File: src/rtl/instr_sequencer_pkg.sv
// Shared controller definitions for the instruction sequencer.
// Holds the opcode encodings, the instruction field offset helpers and the
// sequencer state enum. Instruction fields, MSB first:
// opcode[5], addr[ADDR_W], len[LEN_W], data[DATA_W]; remaining LSBs unused.
package controller_pkg;

    localparam int unsigned OPC_W = 5;

    localparam logic [OPC_W-1:0] OP_NONE      = 5'h00;
    localparam logic [OPC_W-1:0] OP_MAC       = 5'h01;
    localparam logic [OPC_W-1:0] OP_SEND_WT   = 5'h02;
    localparam logic [OPC_W-1:0] OP_STORE_OUT = 5'h03;
    localparam logic [OPC_W-1:0] OP_RECV_IN   = 5'h04;
    localparam logic [OPC_W-1:0] OP_RECV_WT   = 5'h05;
    localparam logic [OPC_W-1:0] OP_TX_OUT    = 5'h06;
    localparam logic [OPC_W-1:0] OP_ACC_COPY  = 5'h07;
    localparam logic [OPC_W-1:0] OP_NOP       = 5'h1F;

    typedef enum logic {
        IDLE  = 1'b0,
        BURST = 1'b1
    } seq_state_e;

    // LSB position of each field within the instruction word
    function automatic int unsigned opc_lsb(input int unsigned instr_w);
        return instr_w - OPC_W;
    endfunction

    function automatic int unsigned addr_lsb(input int unsigned instr_w,
                                             input int unsigned addr_w);
        return opc_lsb(instr_w) - addr_w;
    endfunction

    function automatic int unsigned len_lsb(input int unsigned instr_w,
                                            input int unsigned addr_w,
                                            input int unsigned len_w);
        return addr_lsb(instr_w, addr_w) - len_w;
    endfunction

    function automatic int unsigned data_lsb(input int unsigned instr_w,
                                             input int unsigned addr_w,
                                             input int unsigned len_w,
                                             input int unsigned data_w);
        return len_lsb(instr_w, addr_w, len_w) - data_w;
    endfunction

endpackage

File: src/rtl/instr_sequencer_if.sv
// Instruction stream handshake between host and sequencer.
//   instr_valid : host presents an instruction
//   instr_ready : sequencer accepts on this edge if valid is also high
//   instr       : instruction word
// master = instruction source (host), slave = sequencer.
interface instr_sequencer_if #(
    parameter int unsigned INSTR_W = 64
);
    logic               instr_valid;
    logic               instr_ready;
    logic [INSTR_W-1:0] instr;

    modport master (
        output instr_valid,
        output instr,
        input  instr_ready
    );

    modport slave (
        input  instr_valid,
        input  instr,
        output instr_ready
    );
endinterface

File: src/rtl/instr_sequencer.sv
// Instruction decoder/sequencer for the systolic-array controller.
// Decodes 64-bit instructions into registered single-cycle buffer and
// accumulator strobes; MAC / SEND_WT expand into len+1 read beats with an
// auto-incrementing (wrapping) address.
// Ports:
//   clk, rst_n          : clock, asynchronous active-low reset
//   in_if (slave)       : instr_valid / instr_ready / instr handshake
//   inp_buf_*           : input-buffer read/write strobes, address, data
//   wt_buf_*            : weight-buffer read/write strobes, address, data
//   acc_to_obuf, obuf_send, obuf_addr, acc_copy : accumulator/output buffer
//   busy                : burst in progress
//   err_opcode          : one-cycle pulse on an undefined opcode
module instr_sequencer
    import controller_pkg::*;
#(
    parameter int unsigned INSTR_W     = 64,
    parameter int unsigned ADDR_W      = 16,
    parameter int unsigned DATA_W      = 32,
    parameter int unsigned LEN_W       = 8,
    parameter int unsigned OBUF_ADDR_W = 4
) (
    input  logic                   clk,
    input  logic                   rst_n,
    instr_sequencer_if.slave       in_if,
    output logic                   inp_buf_re,
    output logic                   inp_buf_we,
    output logic [ADDR_W-1:0]      inp_buf_addr,
    output logic [DATA_W-1:0]      inp_buf_wdata,
    output logic                   wt_buf_re,
    output logic                   wt_buf_we,
    output logic [ADDR_W-1:0]      wt_buf_addr,
    output logic [DATA_W-1:0]      wt_buf_wdata,
    output logic                   acc_to_obuf,
    output logic                   obuf_send,
    output logic [OBUF_ADDR_W-1:0] obuf_addr,
    output logic                   acc_copy,
    output logic                   busy,
    output logic                   err_opcode
);

    localparam int unsigned OPC_LSB  = opc_lsb(INSTR_W);
    localparam int unsigned ADDR_LSB = addr_lsb(INSTR_W, ADDR_W);
    localparam int unsigned LEN_LSB  = len_lsb(INSTR_W, ADDR_W, LEN_W);
    localparam int unsigned DATA_LSB = data_lsb(INSTR_W, ADDR_W, LEN_W, DATA_W);

    // Field extraction
    logic [OPC_W-1:0]  f_opc;
    logic [ADDR_W-1:0] f_addr;
    logic [LEN_W-1:0]  f_len;
    logic [DATA_W-1:0] f_data;
    logic              unused_lsbs;

    assign f_opc       = in_if.instr[OPC_LSB  +: OPC_W];
    assign f_addr      = in_if.instr[ADDR_LSB +: ADDR_W];
    assign f_len       = in_if.instr[LEN_LSB  +: LEN_W];
    assign f_data      = in_if.instr[DATA_LSB +: DATA_W];
    assign unused_lsbs = ^in_if.instr[DATA_LSB-1:0];

    // State
    seq_state_e        state_q, state_d;
    logic [LEN_W-1:0]  rem_q, rem_d;
    logic [ADDR_W-1:0] next_addr_q, next_addr_d;
    logic              burst_wt_q, burst_wt_d;  // 1: SEND_WT burst, 0: MAC
    logic              ready_q;

    // Next output values
    logic                   inp_re_d, inp_we_d, wt_re_d, wt_we_d;
    logic [ADDR_W-1:0]      inp_addr_d, wt_addr_d;
    logic [DATA_W-1:0]      inp_wdata_d, wt_wdata_d;
    logic                   acc_to_obuf_d, obuf_send_d, acc_copy_d, err_d;
    logic [OBUF_ADDR_W-1:0] obuf_addr_d;

    logic accept;
    assign accept = in_if.instr_valid && ready_q;

    always_comb begin
        state_d       = state_q;
        rem_d         = rem_q;
        next_addr_d   = next_addr_q;
        burst_wt_d    = burst_wt_q;
        inp_re_d      = 1'b0;
        inp_we_d      = 1'b0;
        inp_addr_d    = '0;
        inp_wdata_d   = '0;
        wt_re_d       = 1'b0;
        wt_we_d       = 1'b0;
        wt_addr_d     = '0;
        wt_wdata_d    = '0;
        acc_to_obuf_d = 1'b0;
        obuf_send_d   = 1'b0;
        obuf_addr_d   = '0;
        acc_copy_d    = 1'b0;
        err_d         = 1'b0;

        unique case (state_q)
            IDLE: begin
                if (accept) begin
                    unique case (f_opc)
                        OP_NONE, OP_NOP: ;
                        OP_MAC, OP_SEND_WT: begin
                            // Beat 0 is issued straight from the instruction;
                            // the counter only tracks the remaining beats.
                            if (f_opc == OP_SEND_WT) begin
                                wt_re_d   = 1'b1;
                                wt_addr_d = f_addr;
                            end else begin
                                inp_re_d   = 1'b1;
                                inp_addr_d = f_addr;
                            end
                            if (f_len != '0) begin
                                state_d     = BURST;
                                rem_d       = f_len;
                                next_addr_d = f_addr + ADDR_W'(1);
                                burst_wt_d  = (f_opc == OP_SEND_WT);
                            end
                        end
                        OP_STORE_OUT: begin
                            acc_to_obuf_d = 1'b1;
                            obuf_addr_d   = f_addr[OBUF_ADDR_W-1:0];
                        end
                        OP_RECV_IN: begin
                            inp_we_d    = 1'b1;
                            inp_addr_d  = f_addr;
                            inp_wdata_d = f_data;
                        end
                        OP_RECV_WT: begin
                            wt_we_d    = 1'b1;
                            wt_addr_d  = f_addr;
                            wt_wdata_d = f_data;
                        end
                        OP_TX_OUT: begin
                            obuf_send_d = 1'b1;
                            obuf_addr_d = f_addr[OBUF_ADDR_W-1:0];
                        end
                        OP_ACC_COPY: acc_copy_d = 1'b1;
                        default:     err_d      = 1'b1;
                    endcase
                end
            end
            BURST: begin
                if (burst_wt_q) begin
                    wt_re_d   = 1'b1;
                    wt_addr_d = next_addr_q;
                end else begin
                    inp_re_d   = 1'b1;
                    inp_addr_d = next_addr_q;
                end
                next_addr_d = next_addr_q + ADDR_W'(1);
                rem_d       = rem_q - LEN_W'(1);
                if (rem_q == LEN_W'(1)) begin
                    state_d = IDLE;
                end
            end
            default: state_d = IDLE;
        endcase
    end

    always_ff @(posedge clk or negedge rst_n) begin
        if (!rst_n) begin
            state_q       <= IDLE;
            rem_q         <= '0;
            next_addr_q   <= '0;
            burst_wt_q    <= 1'b0;
            ready_q       <= 1'b0;
            inp_buf_re    <= 1'b0;
            inp_buf_we    <= 1'b0;
            inp_buf_addr  <= '0;
            inp_buf_wdata <= '0;
            wt_buf_re     <= 1'b0;
            wt_buf_we     <= 1'b0;
            wt_buf_addr   <= '0;
            wt_buf_wdata  <= '0;
            acc_to_obuf   <= 1'b0;
            obuf_send     <= 1'b0;
            obuf_addr     <= '0;
            acc_copy      <= 1'b0;
            err_opcode    <= 1'b0;
        end else begin
            state_q       <= state_d;
            rem_q         <= rem_d;
            next_addr_q   <= next_addr_d;
            burst_wt_q    <= burst_wt_d;
            ready_q       <= (state_d == IDLE);
            inp_buf_re    <= inp_re_d;
            inp_buf_we    <= inp_we_d;
            inp_buf_addr  <= inp_addr_d;
            inp_buf_wdata <= inp_wdata_d;
            wt_buf_re     <= wt_re_d;
            wt_buf_we     <= wt_we_d;
            wt_buf_addr   <= wt_addr_d;
            wt_buf_wdata  <= wt_wdata_d;
            acc_to_obuf   <= acc_to_obuf_d;
            obuf_send     <= obuf_send_d;
            obuf_addr     <= obuf_addr_d;
            acc_copy      <= acc_copy_d;
            err_opcode    <= err_d;
        end
    end

    assign in_if.instr_ready = ready_q;
    assign busy              = (state_q == BURST);

endmodule

File: src/flat_wrapper.sv
// flat-port wrapper written by rule: the top's interface ports become plain ports
module instr_sequencer_flat import controller_pkg::*;
#(
    parameter int unsigned INSTR_W     = 64,
    parameter int unsigned ADDR_W      = 16,
    parameter int unsigned DATA_W      = 32,
    parameter int unsigned LEN_W       = 8,
    parameter int unsigned OBUF_ADDR_W = 4
)
  (clk, rst_n, inp_buf_re, inp_buf_we, inp_buf_addr, inp_buf_wdata, wt_buf_re, wt_buf_we, wt_buf_addr, wt_buf_wdata, acc_to_obuf, obuf_send, obuf_addr, acc_copy, busy, err_opcode, in_if_instr_valid, in_if_instr, in_if_instr_ready);
  instr_sequencer_if #(.INSTR_W(INSTR_W)) in_if_i ();
  input  logic clk;
  input  logic rst_n;
  output logic inp_buf_re;
  output logic inp_buf_we;
  output logic [ADDR_W-1:0] inp_buf_addr;
  output logic [DATA_W-1:0] inp_buf_wdata;
  output logic wt_buf_re;
  output logic wt_buf_we;
  output logic [ADDR_W-1:0] wt_buf_addr;
  output logic [DATA_W-1:0] wt_buf_wdata;
  output logic acc_to_obuf;
  output logic obuf_send;
  output logic [OBUF_ADDR_W-1:0] obuf_addr;
  output logic acc_copy;
  output logic busy;
  output logic err_opcode;
  input wire logic [$bits(in_if_i.instr_valid)-1:0] in_if_instr_valid;
  input wire logic [$bits(in_if_i.instr)-1:0] in_if_instr;
  output wire logic [$bits(in_if_i.instr_ready)-1:0] in_if_instr_ready;
  assign in_if_i.instr_valid = in_if_instr_valid;
  assign in_if_i.instr = in_if_instr;
  assign in_if_instr_ready = in_if_i.instr_ready;
  instr_sequencer #(.INSTR_W(INSTR_W), .ADDR_W(ADDR_W), .DATA_W(DATA_W), .LEN_W(LEN_W), .OBUF_ADDR_W(OBUF_ADDR_W)) u_core (.clk(clk), .rst_n(rst_n), .in_if(in_if_i), .inp_buf_re(inp_buf_re), .inp_buf_we(inp_buf_we), .inp_buf_addr(inp_buf_addr), .inp_buf_wdata(inp_buf_wdata), .wt_buf_re(wt_buf_re), .wt_buf_we(wt_buf_we), .wt_buf_addr(wt_buf_addr), .wt_buf_wdata(wt_buf_wdata), .acc_to_obuf(acc_to_obuf), .obuf_send(obuf_send), .obuf_addr(obuf_addr), .acc_copy(acc_copy), .busy(busy), .err_opcode(err_opcode));
endmodule
File: config.mk
export PLATFORM = sky130hd
export DESIGN_NAME = instr_sequencer_flat
export DESIGN_NICKNAME = d
export VERILOG_FILES = /design/src/rtl/instr_sequencer_pkg.sv /design/src/rtl/instr_sequencer_if.sv /design/src/rtl/instr_sequencer.sv /design/src/flat_wrapper.sv
export SDC_FILE = /design/constraint.sdc
export NUM_CORES = 1
export LEC_CHECK = 0
export ABC_AREA = 1
export BUFFER_PORTS_ARGS = -buffer_cell sky130_fd_sc_hd__buf_2
export CORE_MARGIN = 4
export CORE_UTILIZATION = 27
export CTS_CLUSTER_SIZE = 20
export DETAILED_ROUTE_END_ITERATION = 8
export SYNTH_ARGS = -nofsm -noshare
export SYNTH_HDL_FRONTEND = slang
export SYNTH_SLANG_ARGS = --single-unit
export TNS_END_PERCENT = 100
File: constraint.sdc
create_clock -name clk -period 2.05 [get_ports clk]
set_input_delay 0.41 -clock clk [delete_from_list [all_inputs] [get_ports clk]]
set_output_delay 0.41 -clock clk [all_outputs]
set_load 0.01 [all_outputs]
Yosys cells after proc, flatten, opt, wreduce, memory -nomap -nowiden
Cells that the tools add are included.

word-level totals
  bits in registers = 135
  input port bits = 67
  logic and storage cells = 103

operators by class
  add/subtract/negate cells = 3
  equality and inequality tests = 12
  mux-type cells = 60
  bitwise gates (word level) = 2
  reductions and logical operators = 8

operators by type and width
  cell                                                  count
  two-way mux 32 bit                                    6
  case mux 16 bit (2 select lines)                      5
  two-way mux 16 bit                                    9
  adder 16 x 1 -> 16 bit (second input constant)        2
  two-way mux 1 bit                                     30
  two-way mux 8 bit                                     3
  equality test 5 x 3 -> 1 bit (second input constant)  4
  case mux 8 bit (2 select lines)                       1
  two-way mux 4 bit                                     3
  equality test 5 x 2 -> 1 bit (second input constant)  2
  OR reduction 9 bit                                    1
  equality test 8 x 1 -> 1 bit (second input constant)  1
  nonzero test 8 bit                                    1
  subtractor 8 x 1 -> 8 bit (second input constant)     1
  case mux 1 bit (2 select lines)                       3
  equality test 5 x 1 -> 1 bit (second input constant)  1
  equality test 5 bit (second input constant)           1
  logical NOT 5 bit                                     1
  != test 2 x 1 -> 1 bit (second input constant)        2
  AND reduction 4 bit                                   1
  OR reduction 2 bit                                    2
  AND reduction 3 bit                                   1
  != test 2 bit (second input constant)                 1
  NOT 1 bit                                             2
  logical AND 1 bit                                     1

Depth between registers and ports, before layout
Gate-level depths: netlist of run 1.

  depth in word-level cells = 6
  depth in mapped cells = 13
  depth with buffers taken out = 11

Worst setup path after synthesis of run 1
OpenSTA, ideal clock, no wires.

  path type = register to register
  from = register u_core.state_q, in the netlist u_core.busy
  to = register u_core.next_addr_q[12]
  setup time = 0.117 ns
  arrival time = 1.453 ns
  required time = 1.933 ns
  setup slack = 0.479 ns
  stages on the path, launching flop included = 11
  path buffers = 1
  period minus slack after synthesis = 1.571 ns
  cell sequence = dfrtp_1 -> buf_6 -> inv_6 -> nand2_1 -> nand2_1 -> ha_1 -> nand3_2 -> nor2_4 -> nand4_1 -> nand3_1 -> nand2_1

between the ends
  longest elaborated chain between the ends = 3

RTL lines
  element                                                            RTL line                text
  start: declaration                                                 instr_sequencer.sv:60   seq_state_e state_q, state_d;
  start signal: assignment                                           instr_sequencer.sv:179  state_q <= state_d;
  NOT 1 bit (no line)                                                n/a
  != test 2 x 1 -> 1 bit (no line) or != test 2 bit (tied branches)  n/a
  AND reduction 3 bit (no line)                                      n/a
  end signal: assignment                                             instr_sequencer.sv:181  next_addr_q <= next_addr_d;
  end: declaration                                                   instr_sequencer.sv:62   logic [ADDR_W-1:0] next_addr_q, next_addr_d;

Parallel ways exist; a longest one is shown, timed or not.
A chain may end at the register's enable or synchronous reset.

Worst setup path in the final report of run 1
Ends and elaborated chain as after synthesis.

==> results.txt, run 1 <==
vias in the first global route: 4667
DP Worst Slack: 115 ps
Mapped Cells: 618
Yosys top cell area share: 0.597
max-capacitance violation count: 0
Core Rows: 52
Setup CP Type: reg -> reg
Synth Net Count: 688
CTS clk-pin slew, worst paths: 70 ps
final instance area: 7470 sq um
slowest stage cell, crit path: dfrtp_1
Hold Worst Slack: 218 ps
fmax: 532 MHz
Root Buffer: clkbuf_16
Max IR drop VDD: 0.441 mV
# nets final: 874
final setup vio count: 0
Placeable Area: 20400 sq um
Routed WL: 15.9 mm
largest net degree at the start of global routing: 49
dpl hpwl: 11.7 mm
Critical Path AT: 2190 ps
fin crit period: 1880 ps
RSZ-0062 raised after global routing: no
total CTS buffers: 17
Yosys Warn Count: 0
DRC viols: 0
grt total ovfl: 0
Slew @ Worst Pin: 714 ps
Synth Register Bits: 135
share of layout cells above drive strength 1: 0.302
Fill cells: 2103
P_leak: 4.24 nW
total number of H-tree levels: 4
setup ws final: 170 ps
Setup TNS Final: 0 ps
Clock Path Buffers: 2
status: finished clean
top post-synthesis cells by area: dfrtp_1, nand2_1, nor2_1, inv_1, o32ai_1
Max FO, Critical Path: 12
CP required: 2360 ps
critical path endpoint: u_core.next_addr_q[12]$_DFFE_PN0P_
hold_sp: in_if_instr[9]
R2R Setup Slk: 170 ps
clock latency on the worst-skew pair: 420 ps
via count: 4672
die height: 153 microns
hold path cells: 3
critical-path cell list: buf_12 > inv_6 > buf_4 > nand2_1 > nand2_1 > inv_1 > nand2_1 > nor2_4 > nand4_1 > nand3_1 > nand2_1
Iteration-0 DRC Markers: 241
Initial Util: 0.277
Critical Path Source Type: register
most common cell after layout, fill and taps aside: buf_2
Port Buffers: 173
Ant. Diodes: 0
CTS tree: built
GRT Total Usage: 0.137
PwrDens: 785 nW/um^2
DP Area: 6880 sq um
Final GP Congestion: 0.835
worst reg2reg path depth: 11
Slew headroom: 0.522
worst hold path class: in -> reg
first-pass GRT wire length: 25.1 mm
antenna violations before repair: 0
# IOs: 177
crit-path max cell delay: 470 ps
Vias/cell: 4.30
Avg Cell Area, Syn: 9.16 sq um
Sink Count: 135
setup bufs post-CTS: 0
CP endpoint kind: register
most frequent cells in the layout: buf_2, nand2_1, dfrtp_1, nor2_1, inv_1
most used cell, CP: nand2_1
die area: 23400 sq um
Slew Limit Fails: 0
wire length per cell: 14.7 microns
Die X: 153 microns
area grow syn2layout: 32.0%
Tot Pwr: 5.87 mW
Seq/Total Area, Yosys: 0.597
Final ANT Viol Nets: 0
Worst Setup SP: u_core.busy$_DFF_PN0_
RR Startpoint: u_core.busy$_DFF_PN0_
clock skew: 10.3 ps
worst reg2reg endpoint: u_core.next_addr_q[12]$_DFFE_PN0P_
cell taking the most area after synthesis: dfrtp_1
cell area after synthesis: 5660 sq um
post-synth cell types: 31
final period utilization: 0.917
Final Hold Fails: 0
drt pass-1 iters: 4
[how the worst min path moves through the flow]
stage / slack [ps] / end
2_1_floorplan: 110 / u_core.acc_copy$_DFF_PN0_
3_3_place_gp: 350 / u_core.wt_buf_wdata[26]$_DFF_PN0_
3_5_place_dp: 360 / u_core.wt_buf_wdata[30]$_DFF_PN0_
4_1_cts: 200 / u_core.inp_buf_wdata[10]$_DFF_PN0_
5_1_grt: 200 / u_core.inp_buf_wdata[5]$_DFF_PN0_
6_report: 220 / u_core.inp_buf_wdata[6]$_DFF_PN0_
[worst max-delay path: cells and delay by family (launching register included)]
family                 cells  cell delay, ps
and+or+nand+nor            7             760
DFF                        1             470
buffers and inverters      4             520
[cell usage after synthesis, drive strengths merged]
cell	count
dfrtp	135
o22ai	7
o32ai	24
nand3	34
xor2	2
or4	1
ha	3
o21ai	29
or2	2
a41oi	1
nand4	9
a21oi	3
buf	14
nand2	145
nor4	1
inv	93
nor2	105
nor3b	1
nor3	1
clkbuf	8
[power by group]
part	switching, mW	internal, mW	total (mW)
clock	1.29	1.72	3.00
combinational	0.132	0.0670	0.199
sequential	0	2.66	2.66
total	1.42	4.45	5.87
[timing repair]
item                                    4_1_cts  5_1_grt
hold buffers                                  1        0
resized for setup                             0        0
hold endpoints to repair                     36        0
endpoints found under the setup margin        0        0
[metrics by stage]
step	instances	utilization
floorplan	618	-
global placement	1054	0.337
detailed placement	1054	0.337
CTS	1087	0.366
global route	1087	0.366
finish	1087	0.366
[kinds of logic (layout without fill, tap and decap cells)]
family / Yosys count / count (layout) / synth area share
simple gates: 299 / 299 / 0.228
flops: 135 / 135 / 0.597
buf+inv: 115 / 314 / 0.0895
compound gates: 64 / 64 / 0.0767
fa+ha+maj: 3 / 3 / 0.00663
xor+xnor: 2 / 2 / 0.00309
[layout make-up]
cell class,count,area [sq um],share of cell area
Sequential cell,135,3380,0.452
Multi-Input combinational cell,368,1780,0.238
Timing Repair Buffer,189,1040,0.140
Clock buffer,17,425,0.0569
Inverter,93,354,0.0474
Tap cell,270,338,0.0452
Clock inverter,15,156,0.0209
[per-layer routing]
layer  up-vias  global-route usage  share of wire
li1       2325                   -              -
met2       158               0.215           0.46
met3        22              0.0393          0.061
met1      2167               0.178           0.45
met5         -                   0              0
met4         0              0.0564          0.026
[sequential cells by signal, indices dropped and copies added (netlist names), 4 cells and up]
register / flops
u_core.next_addr_q: 16
u_core.wt_buf_wdata: 32
u_core.rem_q: 8
u_core.inp_buf_wdata: 32
u_core.inp_buf_addr: 16
u_core.obuf_addr: 4
u_core.wt_buf_addr: 16
Note: power is estimated with default switching activity, not from simulation.
==> run 2, diff against run 1 <==
--- a/config.mk
+++ b/config.mk
@@ -7,6 +7,7 @@
 export LEC_CHECK = 0
 export ABC_AREA = 1
 export BUFFER_PORTS_ARGS = -buffer_cell sky130_fd_sc_hd__buf_2
+export CORE_ASPECT_RATIO = 2
 export CORE_MARGIN = 4
 export CORE_UTILIZATION = 27
 export CTS_CLUSTER_SIZE = 20
==> run 2 against run 1 <==
Final area about the same. Combinational power barely moved. Sequential power hardly changed. Die area rose by 0.60%. Critical path depth fell by 2. Maximum frequency up 2.5%. Clock-buffer cell count is 2 higher. Highest routed layer unchanged. Clock skew rose by 1.0 ps. Wire length is 1.6% higher. Critical path type unchanged. Hold slack better by 2.2 ps. Sequential share of layout area about the same. Clock power fell by 2%.
==> results.txt, run 2 (synthesized netlist as in run 1, its figures left out) <==
share of layout cells above drive strength 1: 0.304
Ant. Diodes: 0
Max FO, Critical Path: 11
Slew headroom: 0.204
Final ANT Viol Nets: 0
R2R Setup Slk: 220 ps
critical-path cell list: inv_6 > nand2_1 > nand2_1 > ha_1 > nand3_2 > nor2_4 > nand4_1 > nand3_1 > nand2_1
Die X: 110 microns
setup bufs post-CTS: 0
area grow syn2layout: 32.1%
hold_sp: in_if_instr[28]
total number of H-tree levels: 4
Worst Setup SP: u_core.busy$_DFF_PN0_
Max IR drop VDD: 0.523 mV
clock skew: 11.4 ps
Critical Path Source Type: register
Fill cells: 2155
RR Startpoint: u_core.busy$_DFF_PN0_
worst hold path class: in -> reg
worst reg2reg endpoint: u_core.next_addr_q[14]$_DFFE_PN0P_
Port Buffers: 173
# IOs: 177
CP endpoint kind: register
Initial Util: 0.276
Vias/cell: 4.40
hold path cells: 3
Setup TNS Final: 0 ps
fin cells: 1083
most common cell after layout, fill and taps aside: buf_2
Placeable Area: 20600 sq um
Flop pwr share: 0.458
Iteration-0 DRC Markers: 321
Final GP Congestion: 0.857
total CTS buffers: 17
Final Hold Fails: 0
Slew @ Worst Pin: 1190 ps
first-pass GRT wire length: 25.4 mm
vias in the first global route: 4844
dpl hpwl: 12.7 mm
slowest stage cell, crit path: dfrtp_2
DRC viols: 0
placed cell count: 1051
PwrDens: 778 nW/um^2
die area: 23500 sq um
GRT Total Usage: 0.140
most frequent cells in the layout: buf_2, nand2_1, dfrtp_1, nor2_1, inv_1
Sink Count: 135
metal3 WL: 595 microns
grt total ovfl: 0
most used cell, CP: nand2_1
largest net degree at the start of global routing: 46
drt pass-1 iters: 4
Root Buffer: clkbuf_16
Routed WL: 16.2 mm
RSZ-0062 raised after global routing: no
final period utilization: 0.895
CTS clk-pin slew, worst paths: 60 ps
P_int: 4.57 mW
CTS tree: built
Comb power frac: 0.034
antenna violations before repair: 0
# nets final: 875
Clock power frac: 0.508
status: finished clean
Worst Hold Endpoint: u_core.wt_buf_wdata[25]$_DFF_PN0_
fin crit period: 1830 ps
wire length on met2: 9.42 mm
via count: 4761
crit-path max cell delay: 500 ps
Psw: 1.24 mW
routed metal-1 wirelength: 5.45 mm
Clock Path Buffers: 2
wire length per cell: 14.9 microns
die height: 213 microns
top sig layer: met4
CP required: 2360 ps
Core Rows: 74
final setup vio count: 0
Setup CP Type: reg -> reg
Slew Limit Fails: 0
switch share: 0.214
Critical Path AT: 2140 ps
max-capacitance violation count: 0
worst reg2reg path depth: 9
clock latency on the worst-skew pair: 420 ps
top flop regs: u_core.inp_buf_wdata x32, u_core.wt_buf_wdata x32
P_leak: 4.25 nW
fmax: 545 MHz
==> run 2: layout make-up <==
type                    count  area (sq um)  share of cell area
multi-input cells         368          1780               0.238
flip-flops and latches    135          3380               0.452
well taps                 266           333              0.0445
inverters                  93           354              0.0473
repair buffers            190          1050               0.141
clock buffers              19           453              0.0606
clock inverters            12           129              0.0172
==> run 2: routing by layer <==
| metal | GRT usage | up-vias |
|---|---|---|
| li1 | - | 2314 |
| met1 | 0.129 | 2279 |
| met2 | 0.276 | 130 |
| met3 | 0.0315 | 38 |
| met4 | 0.0825 | 0 |
| met5 | 0 | - |
==> run 2: timing repair <==
action	4_1_cts	5_1_grt
gates resized for setup	0	1
hold buffers	1	0
endpoints found under the setup margin	0	5
hold endpoints to repair	40	0
==> run 2: how the worst max path moves through the flow <==
| stage | endpoint | slack, ps | cells past startpoint |
|---|---|---|---|
| floorplan | u_core.next_addr_q[12]$_DFFE_PN0P_ | 480 | 10 |
| detailed placement | u_core.wt_buf_addr[8]$_DFF_PN0_ | 60 | 6 |
| global route | u_core.next_addr_q[12]$_DFFE_PN0P_ | 50 | 10 |
| CTS | u_core.inp_buf_wdata[15]$_DFF_PN0_ | 140 | 7 |
| finish | u_core.next_addr_q[14]$_DFFE_PN0P_ | 220 | 9 |
| global placement | u_core.wt_buf_addr[11]$_DFF_PN0_ | 60 | 6 |
==> run 2: stage by stage <==
stage | hold WS (ps) | util | area (sq um) | setup slack [ps] | power [mW]
floorplan | 114 | - | 5660 | 479 | 2.76
global placement | 374 | 0.335 | 6890 | 59.5 | 2.91
detailed placement | 380 | 0.335 | 6890 | 56.1 | 2.92
CTS | 196 | 0.364 | 7480 | 143 | 5.89
global route | 201 | 0.364 | 7480 | 49.4 | 6.03
finish | 220 | 0.364 | 7480 | 216 | 5.82
==> run 2: power by group through the flow <==
stage | Combinational, mW | Clock, mW | Sequential [mW]
finish | 0.198 | 2.95 | 2.67
global route | 0.228 | 3.14 | 2.66
CTS | 0.205 | 3.02 | 2.67
detailed placement | 0.202 | 0 | 2.71
global placement | 0.197 | 0 | 2.71
floorplan | 0.0478 | 0 | 2.71
==> run 2: critical path, delay by kind of cell, from the launching register on <==
| kind | cells | cell delay (ps) |
|---|---|---|
| buffers and inverters | 1 | 140 |
| and+or+nand+nor | 7 | 840 |
| adders and majority gates | 1 | 230 |
| DFF | 1 | 500 |
